==> src/rtl/usiq_pkg.sv <==
// Shared types and constants for the upstream IQ byte packer: FSM states and
// the fixed HPSDR-style frame geometry.
package usiq_pkg;

  typedef enum logic [1:0] {
    IDLE,
    HDR,
    IQ,
    MIC
  } state_t;

  localparam int HDR_BYTES        = 8;
  localparam int BYTES_PER_SAMPLE = 8;
  localparam int FRAME_BYTES      = 512;
  localparam logic [7:0] SYNC     = 8'h7F;

endpackage

==> src/rtl/usiq_byte_packer.sv <==
// Upstream IQ framer: turns 24-bit I/Q words from a show-ahead FIFO into
// 512-byte frames (sync + C&C header, then I24/Q24/mic16 per sample).
module usiq_byte_packer
  import usiq_pkg::*;
#(
  parameter int         SAMPLES     = 63,
  parameter int         START_WORDS = 126,
  parameter logic [7:0] SYNC_BYTE   = SYNC
) (
  input  logic        clk,
  input  logic        rst,
  input  logic [23:0] in_tdata,
  input  logic        in_tvalid,
  output logic        in_tready,
  input  logic        in_tlast,
  input  logic [10:0] in_tlength,
  input  logic [39:0] cc_data,
  output logic        cc_ack,
  output logic [7:0]  out_tdata,
  output logic        out_tvalid,
  input  logic        out_tready,
  output logic        out_tlast,
  output logic        out_tuser,
  output logic [7:0]  resync_count
);

  localparam logic [5:0]  LAST_SAMPLE = 6'(SAMPLES - 1);
  localparam logic [10:0] START_LEN   = 11'(START_WORDS);

  state_t      state_q, state_d;
  logic [2:0]  hdr_idx_q, hdr_idx_d;
  logic        word_sel_q, word_sel_d;
  logic [1:0]  byte_idx_q, byte_idx_d;
  logic        mic_idx_q, mic_idx_d;
  logic [5:0]  sample_cnt_q, sample_cnt_d;
  logic [39:0] cc_q, cc_d;
  logic [7:0]  resync_q, resync_d;
  logic        armed_q, armed_d;

  logic start;
  logic stray;
  logic q_misaligned;
  logic hs;

  // armed_q keeps the cycle right after reset quiet even if the FIFO is full.
  assign start = (state_q == IDLE) && armed_q && (in_tlength >= START_LEN);
  assign stray = (state_q == IQ) && !word_sel_q && (byte_idx_q == 2'd0) &&
                 in_tvalid && in_tlast;
  assign hs    = out_tvalid && out_tready;
  assign q_misaligned = (state_q == IQ) && word_sel_q && in_tready && !in_tlast;

  assign resync_count = resync_q;

  always_comb begin
    out_tvalid = 1'b0;
    out_tdata  = 8'h00;
    out_tuser  = 1'b0;
    out_tlast  = 1'b0;
    in_tready  = 1'b0;
    cc_ack     = 1'b0;
    unique case (state_q)
      IDLE: cc_ack = start;
      HDR: begin
        out_tvalid = 1'b1;
        out_tuser  = (hdr_idx_q == 3'd0);
        case (hdr_idx_q)
          3'd3:    out_tdata = cc_q[39:32];
          3'd4:    out_tdata = cc_q[31:24];
          3'd5:    out_tdata = cc_q[23:16];
          3'd6:    out_tdata = cc_q[15:8];
          3'd7:    out_tdata = cc_q[7:0];
          default: out_tdata = SYNC_BYTE;
        endcase
      end
      IQ: begin
        out_tvalid = in_tvalid && !stray;
        case (byte_idx_q)
          2'd0:    out_tdata = in_tdata[23:16];
          2'd1:    out_tdata = in_tdata[15:8];
          default: out_tdata = in_tdata[7:0];
        endcase
        in_tready = stray || (in_tvalid && out_tready && (byte_idx_q == 2'd2));
      end
      MIC: begin
        out_tvalid = 1'b1;
        out_tlast  = mic_idx_q && (sample_cnt_q == LAST_SAMPLE);
      end
      default: ;
    endcase
  end

  always_comb begin
    state_d      = state_q;
    hdr_idx_d    = hdr_idx_q;
    word_sel_d   = word_sel_q;
    byte_idx_d   = byte_idx_q;
    mic_idx_d    = mic_idx_q;
    sample_cnt_d = sample_cnt_q;
    cc_d         = cc_q;
    resync_d     = resync_q;
    armed_d      = 1'b1;

    if ((stray || q_misaligned) && (resync_q != 8'hFF)) begin
      resync_d = resync_q + 8'd1;
    end

    unique case (state_q)
      IDLE: begin
        if (start) begin
          state_d   = HDR;
          hdr_idx_d = 3'd0;
          cc_d      = cc_data;
        end
      end
      HDR: begin
        if (hs) begin
          if (hdr_idx_q == 3'd7) begin
            state_d      = IQ;
            word_sel_d   = 1'b0;
            byte_idx_d   = 2'd0;
            sample_cnt_d = 6'd0;
          end else begin
            hdr_idx_d = hdr_idx_q + 3'd1;
          end
        end
      end
      IQ: begin
        if (hs) begin
          if (byte_idx_q == 2'd2) begin
            byte_idx_d = 2'd0;
            if (word_sel_q) begin
              word_sel_d = 1'b0;
              mic_idx_d  = 1'b0;
              state_d    = MIC;
            end else begin
              word_sel_d = 1'b1;
            end
          end else begin
            byte_idx_d = byte_idx_q + 2'd1;
          end
        end
      end
      MIC: begin
        if (hs) begin
          if (mic_idx_q) begin
            mic_idx_d = 1'b0;
            if (sample_cnt_q == LAST_SAMPLE) begin
              state_d = IDLE;
            end else begin
              sample_cnt_d = sample_cnt_q + 6'd1;
              state_d      = IQ;
            end
          end else begin
            mic_idx_d = 1'b1;
          end
        end
      end
      default: state_d = IDLE;
    endcase
  end

  always_ff @(posedge clk) begin
    if (rst) begin
      state_q      <= IDLE;
      hdr_idx_q    <= 3'd0;
      word_sel_q   <= 1'b0;
      byte_idx_q   <= 2'd0;
      mic_idx_q    <= 1'b0;
      sample_cnt_q <= 6'd0;
      cc_q         <= 40'd0;
      resync_q     <= 8'd0;
      armed_q      <= 1'b0;
    end else begin
      state_q      <= state_d;
      hdr_idx_q    <= hdr_idx_d;
      word_sel_q   <= word_sel_d;
      byte_idx_q   <= byte_idx_d;
      mic_idx_q    <= mic_idx_d;
      sample_cnt_q <= sample_cnt_d;
      cc_q         <= cc_d;
      resync_q     <= resync_d;
      armed_q      <= armed_d;
    end
  end

endmodule
==> config.mk <==
export PLATFORM = sky130hd
export DESIGN_NAME = usiq_byte_packer
export DESIGN_NICKNAME = d
export VERILOG_FILES = /design/src/rtl/usiq_pkg.sv /design/src/rtl/usiq_byte_packer.sv
export SDC_FILE = /design/constraint.sdc
export NUM_CORES = 1
export LEC_CHECK = 0
export ABC_AREA = 1
export ABC_CLOCK_PERIOD_IN_PS = 4000
export BUFFER_PORTS_ARGS = -buffer_cell sky130_fd_sc_hd__buf_4
export CORE_MARGIN = 3
export CORE_UTILIZATION = 45
export CTS_BUF_LIST = sky130_fd_sc_hd__clkbuf_8
export DETAILED_ROUTE_END_ITERATION = 6
export PLACE_DENSITY = 0.8
export SYNTH_ARGS = -nofsm -noshare
export SYNTH_HDL_FRONTEND = slang
export SYNTH_SLANG_ARGS = --single-unit
export TNS_END_PERCENT = 1
==> constraint.sdc <==
create_clock -name clk -period 4 [get_ports clk]
set_input_delay 0.4 -clock clk [delete_from_list [all_inputs] [get_ports clk]]
set_output_delay 0.4 -clock clk [all_outputs]
set_load 0.01 [all_outputs]
# == Word level (Yosys, flattened, before mapping) ==
# Index checks and enable logic that the tools add are counted.
# word_totals
reg_bits,64
output_inout_bits,21
in_bits,80
elab_cells,117
# op_classes
magnitude_cmp,1
reduce_logical,35
n_eq_ne,22
mux,46
addsub,4
# ops
op,count
$pmux 8 s5,1
$pmux 8 s2,2
$mux 6,5
$mux 2,13
$ne 2x2->1 const B,9
$logic_and 1x1->1,15
$mux 1,15
$eq 3x3->1 const B,4
$pmux 6 s2,1
$ge 11x7->1 const B,1
$reduce_and 5->1,2
$mux 3,3
$add 8x1->8 const B,1
$ne 8x8->1 const B,1
$pmux 2 s4,1
$reduce_and 4->1,2
$reduce_and 8->1,1
$reduce_bool 2->1,4
$add 6x1->6 const B,1
$eq 2x2->1 const B,3
$eq 6x6->1 const B,1
$pmux 1 s2,3
$pmux 3 s2,1
$reduce_and 6->1,1
other kinds (12),17

# == Logic depth before layout (Yosys ltp) ==
# Gate-level depths: netlist of the first run.
# depth
ltp_word,11
mapped_depth,14
mapped_depth_nobuf,13

# == Worst setup path before layout of the first run ==
# No wires, ideal clock.
# synth_timing
path_kind,register to output
start,register hdr_idx_q[2]
end,output out_tdata[4]
t_arrival_ps,1940
n_path_buf,4
slack_ps,1660
path_stages_with_launch,11
cell_sequence,dfxtp_1 -> clkbuf_1 -> buf_2 -> inv_1 -> ha_1 -> clkbuf_1 -> or2_2 -> buf_2 -> nand3_1 -> o31ai_1 -> a21oi_1
# synth_between
elab_chain_cells,3
word_cells_on_any_way,7
cone_classes,eq/ne: 5; mux: 2
# synth_rtl
element,line,text
"start, declared",usiq_byte_packer.sv:31,"logic [2:0] hdr_idx_q, hdr_idx_d;"
"start signal, assigned",usiq_byte_packer.sv:175,hdr_idx_q <= hdr_idx_d;
$eq 3x3->1 / $eq 3x2->1 (equally long branches),usiq_byte_packer.sv:66,case (hdr_idx_q)
$pmux 8 s5 (*),usiq_byte_packer.sv:66,
$pmux 8 s2 (*),usiq_byte_packer.sv:61,unique case (state_q)
"end, declared",usiq_byte_packer.sv:19,"output logic [7:0] out_tdata,"
# Mark *: on every way between the ends. The rest lies on a longest branch, timed or not.

# == Worst setup path after layout of the first run ==
# layout_timing
start,register hdr_idx_q[2]
end,output out_tdata[6]
# Same word-level chain as after synthesis.

==> metrics.txt, run 1 <==
outcome completed; DP HPWL 7240 um; Synth async-reset ratio 0%; Setup violations, final 0; fmax 342 MHz; die span in x 95.4 um; DRC Markers 0; drt pass-1 iters 6; Ant. Diodes 0; cell row count 31; CTS tree done; die height 95.4 um; Port Buf Inserts 99; Crit Path Class reg2out; Vias 3709; largest net degree at the start of global routing 57; post-synthesis sequential area ratio 35.6%; XOR/XNOR Fraction of Synth Area 0.487%; CP arrival 2530 ps; crit path launch type register; Tcrit/Tclk final 73.2%; Area Overhead vs Synth 27.2%; Worst VDD drop 0.000211 V; endpoints failing hold 0; First DRT Iteration DRCs 241; NumNets Final 717; worst hold stages 2; slack of the worst reg-to-reg path 1740 ps; clock buffer count from CTS 9; clock tree buffer depth 2; synth unique cells 33; pwr dens 499 nW/um^2; core area 7490 sq um; clock skew 6.69 ps; post-route setup TNS 0 ps; Seq. cell area 1280 sq um; Lkg Pwr 1.98 nW; Post-Syn Instances 535; Die Footprint 9100 sq um; mux share of post-synthesis cell area 0%; Skew-Pair Late Insertion Delay 350 ps; Hold Path Sink byte_idx_q[1]; I/O Pins 101; Post-Syn Nets 629; fillers 691; reg2reg start state_q[0]; Routed WL 9710 um; Final Critical Period 2930 ps; RSZ-0062 raised after global routing false; worst-margin pin slew 927 ps; Reg clk slew, reported paths 80 ps; Crit. End Element output pin; min-delay src rst; Post-synth EDFFs 0; root buffer cell clkbuf_8; Hold Slack 277 ps; vias per cell 5.10; Sink Count 64; routability cong. 0.823; Synth Area in Adders 4.87%; H-tree level count 3; post-CTS setup buffers 0; data required time of the worst path 3600 ps; Ys Warns 0; post-synthesis simple-gate area fraction 33.5%; critical path peak fanout 19; first-pass GRT wire length 15300 um; number of global-route vias before repair 3407; Hold-fix buffers, CTS 0; combinational family with the most area after synthesis simple AND/OR/NAND/NOR gates; Mean Syn Cell Area 6.72 sq um; Overall Power 2.28 mW; max-slew violations 0; complex-gate fraction of the synthesized area 17.0%; Mapped Area 3600 sq um; worst hold path class in2reg; antenna viol nets, final 0; RR Endpoint sample_cnt_q[0]; R2R depth 13; initial antenna violation count 0; Main synth FF type dfxtp_1; footprint of the multi-input gates 2010 sq um; register bit count reported by yosys 64; post-CTS resize count 0; drt wl/cell 13.4 um; grt total ovfl 0; global-route usage over all layers 21.6%; headroom to the max-slew limit 38.2%; max_cap viols 0; Layout Utilization 61.1%; share of layout cells above drive strength 1 23.2%; initial core utilization 48.0%
-- stage by stage --
stage,worst slack (ps),cells,instance area [sq um]
after global routing,956,727,4570
after CTS,1100,727,4570
after detailed placement,1490,711,4370
final,1070,727,4570
after floorplan,1660,535,3600
after global placement,1550,711,4370
-- power breakdown --
group / switching, mW / internal, mW / leakage [nW]
logic: 0.508 / 0.311 / 1.35
clock network: 0.287 / 0.295 / 0.102
registers: 0.0940 / 0.789 / 0.526
-- synth_stat cells (3+ instances only) --
library cell | instances | share of area [%]
nor2_4 | 3 | 0.94
nor2_1 | 98 | 10
dfxtp_1 | 64 | 36
nand3_4 | 3 | 1.5
ha_1 | 14 | 4.9
a21oi_1 | 38 | 5.3
nand3_1 | 41 | 5.7
nand2_1 | 103 | 11
clkbuf_1 | 13 | 1.4
buf_2 | 9 | 1.3
o21ai_0 | 51 | 7.1
nand4_1 | 11 | 1.9
o31ai_1 | 7 | 1.5
inv_2 | 4 | 0.42
or2_2 | 3 | 0.52
nand2_2 | 6 | 1.0
inv_1 | 43 | 4.5
o22ai_1 | 5 | 0.87
-- per-layer routing --
| layer | part of all wire (%) | vias to the layer above | track usage, % |
|---|---|---|---|
| met5 | 0 | - | 0 |
| met4 | 1.3 | 0 | 7.46 |
| met3 | 8.2 | 11 | 4.42 |
| met2 | 48 | 113 | 36.2 |
| met1 | 42 | 1667 | 27.6 |
| li1 | - | 1918 | - |
-- area by class of cell --
class	instances	area share, %
Clock buffer	9	2.71
Clock inverter	7	1.75
Inverter	50	4.32
Multi-Input combinational cell	397	43.9
Sequential cell	64	28.0
Tap cell	99	2.71
Timing Repair Buffer	101	16.6
-- flip-flops by register name (all words and copies together), names as in the netlist --
register      count
resync_count      8
sample_cnt_q      6
hdr_idx_q         3
word_sel_q        1
state_q           2
armed_q           1
mic_idx_q         1
cc_q             40
byte_idx_q        2
-- logic make-up (layout without fill, tap and decap cells) --
family	count (synthesis)	count (layout)
and+or+nand+nor	273	273
AOI/OAI and AO/OA	108	108
buffers and inverters	74	167
DFF	64	64
adders and majority gates	14	14
xor gates and xnor gates	2	2
-- placed cells by master, fill, tap and decap left out, drive strengths merged --
cell type,instances
nand2,110
nor2,102
buf,101
dfxtp,64
o21ai,53
inv,51
nand3,44
a21oi,39
ha,14
nand4,11
clkbuf,9
o31ai,7
o22ai,5
or2,4
clkinv,4
nor3,2
xor2,2
o21bai,2
a31oi,1
a21boi,1
clkinvlp,1
bufinv,1
-- worst max-delay path, cell delays in order (launching register included) --
cell     delay (ps)
dfxtp_1         700
inv_1           130
ha_1            360
or2_2           410
nand3_1         100
o31ai_1          60
a21oi_1         240
buf_4           170
-- worst max-delay path by stage --
stage	from	endpoint	slack, ps	cells after the start
2_1_floorplan	hdr_idx_q[2]	out_tdata[4]	1660	10
3_3_place_gp	hdr_idx_q[2]	out_tdata[1]	1550	7
3_5_place_dp	hdr_idx_q[2]	out_tdata[2]	1490	7
4_1_cts	hdr_idx_q[2]	out_tdata[2]	1100	7
5_1_grt	hdr_idx_q[2]	out_tdata[6]	960	7
6_report	hdr_idx_q[2]	out_tdata[6]	1070	7
No activity file was read; power rests on OpenSTA's default activity.
==> inputs of run 2 (changes only) <==
--- a/config.mk
+++ b/config.mk
@@ -6,13 +6,13 @@
 export NUM_CORES = 1
 export LEC_CHECK = 0
 export ABC_AREA = 1
-export ABC_CLOCK_PERIOD_IN_PS = 4000
+export ABC_CLOCK_PERIOD_IN_PS = 2600
 export BUFFER_PORTS_ARGS = -buffer_cell sky130_fd_sc_hd__buf_4
 export CORE_MARGIN = 3
 export CORE_UTILIZATION = 45
 export CTS_BUF_LIST = sky130_fd_sc_hd__clkbuf_8
 export DETAILED_ROUTE_END_ITERATION = 6
-export PLACE_DENSITY = 0.8
+export PLACE_DENSITY = 0.83
 export SYNTH_ARGS = -nofsm -noshare
 export SYNTH_HDL_FRONTEND = slang
 export SYNTH_SLANG_ARGS = --single-unit
==> constraint.sdc (replaced) <==
create_clock -name clk -period 2.6 [get_ports clk]
set_input_delay 0.26 -clock clk [delete_from_list [all_inputs] [get_ports clk]]
set_output_delay 0.26 -clock clk [all_outputs]
set_load 0.01 [all_outputs]
==> run 2 against run 1 <==
Critical path type unchanged. Non-clock buffer count rose by 4. Final area rose by 0.55%. Via count rose by 1.9%. Utilization rose by 0.33 points.
==> metrics.txt, run 2 (synthesized netlist as in run 1, its figures left out) <==
max reg flops 40; headroom to the max-slew limit 63.6%; Buf+Inv Stages, Crit Path 1; drt wl/cell 13.1 um; drt pass-1 iters 5; CP arrival 2160 ps; post-placement setup slack 521 ps; worst hold path class in2reg; First DRT Iteration DRCs 222; Lkg Pwr 1.99 nW; Hold Path Sink hdr_idx_q[2]; Tcrit/Tclk final 93.2%; RSZ-0062 raised after global routing false; worst hold stages 2; crit path launch type register; cell row count 31; share of layout cells above drive strength 1 23.7%; Largest Register cc_q; Layout Utilization 61.4%; data required time of the worst path 2340 ps; Overall Power 3.43 mW; I/O Pins 101; initial core utilization 48.0%; RR Endpoint state_q[1]; Largest delay share family, worst path adder cells; largest net degree at the start of global routing 56; min-delay src rst; Sink Count 64; dpl cells 715; Skew-Pair Late Insertion Delay 350 ps; worst-margin pin slew 545 ps; vias per cell 5.17; max_cap viols 0; CTS tree done; pwr dens 745 nW/um^2; endpoints failing hold 0; DP HPWL 7220 um; NumNets Final 721; global-route usage over all layers 21.5%; Ant. Diodes 0; Setup violations, final 0; Finished Cell Area 4600 sq um; Worst VDD drop 0.000418 V; core area 7490 sq um; die span in x 95.4 um; Reg clk slew, reported paths 70 ps; max-slew violations 0; commonest non-fill, non-tap cell in the layout buf_4; antenna viol nets, final 0; fmax 413 MHz; clock tree buffer depth 2; root buffer cell clkbuf_8; clock skew 7.78 ps; Die Footprint 9100 sq um; slack of the worst reg-to-reg path 590 ps; Vias 3780; Crit. End Element output pin; H-tree level count 3; grt total ovfl 0; reg2reg start state_q[1]; number of global-route vias before repair 3448; placed inst area 4410 sq um; critical path peak fanout 9; ordered cell list for the critical path ha_1 > ha_2 > or2_2 > nand3_1 > o31ai_1 > a21oi_1 > buf_4; clock buffer count from CTS 9; Port Buf Inserts 99; die height 95.4 um; slowest cell on the critical path dfxtp_1; most frequent cells in the layout 104 x buf_4, 103 x nand2_1, 98 x nor2_1; post-route setup TNS 0 ps; initial antenna violation count 0; post-CTS setup buffers 0; R2R depth 11; outcome completed; PnR worst setup slack 178 ps; Non-Filler Instances 731; Area Overhead vs Synth 27.9%; Routed WL 9580 um; first-pass GRT wire length 15200 um; Final Critical Period 2420 ps; DRC Markers 0; Crit Path Class reg2out; routability cong. 0.786; Hold Slack 142 ps; CP max stage delay 400 ps
## run 2: cell type report
| type | instances | area [sq um] |
|---|---|---|
| clock inverters | 5 | 32.5 |
| repair buffers | 105 | 801 |
| fillers | 664 | 2890 |
| well taps | 99 | 124 |
| multi-input cells | 397 | 2010 |
| flip-flops and latches | 64 | 1280 |
| inverters | 50 | 198 |
| clock buffers | 11 | 151 |
## run 2: worst register-to-register path: stages, from the launching register on
cell and delay, ps:
dfxtp_1 390, inv_1 110, ha_1 280, nand2_1 90
inv_1 30, nand2_1 80, buf_4 420, nand2_1 130
nand4_1 180, nand2_1 80, nand2_1 60, nor2_1 40
## run 2: power by group
| group | internal (mW) | switching, mW |
|---|---|---|
| clock | 0.394 | 0.397 |
| combinational | 0.492 | 0.781 |
| sequential | 1.21 | 0.149 |
## run 2: worst max-delay path by stage
stage	to	slack [ps]	startpoint	cells after the start
finish	out_tdata[4]	180	hdr_idx_q[0]	7
CTS	out_tdata[4]	110	hdr_idx_q[0]	7
global route	out_tdata[5]	30	hdr_idx_q[0]	7
global placement	out_tdata[4]	530	hdr_idx_q[0]	7
detailed placement	out_tdata[0]	520	hdr_idx_q[0]	7
floorplan	out_tdata[4]	400	hdr_idx_q[2]	10
## run 2: per-layer routing
metal  wire length, um  vias to the layer above  global-route usage (%)
met3               676                       15                    4.97
met4               181                        0                    8.53
met5                 0                        -                       0
met2              4770                      125                    37.0
li1                  -                     1928                       -
met1              3960                     1712                    25.9
## run 2: what timing repair did
item                                    in CTS  in global routing
hold buffers                                 0                  0
endpoints found under the setup margin       0                  5
resized for setup                            0                  1
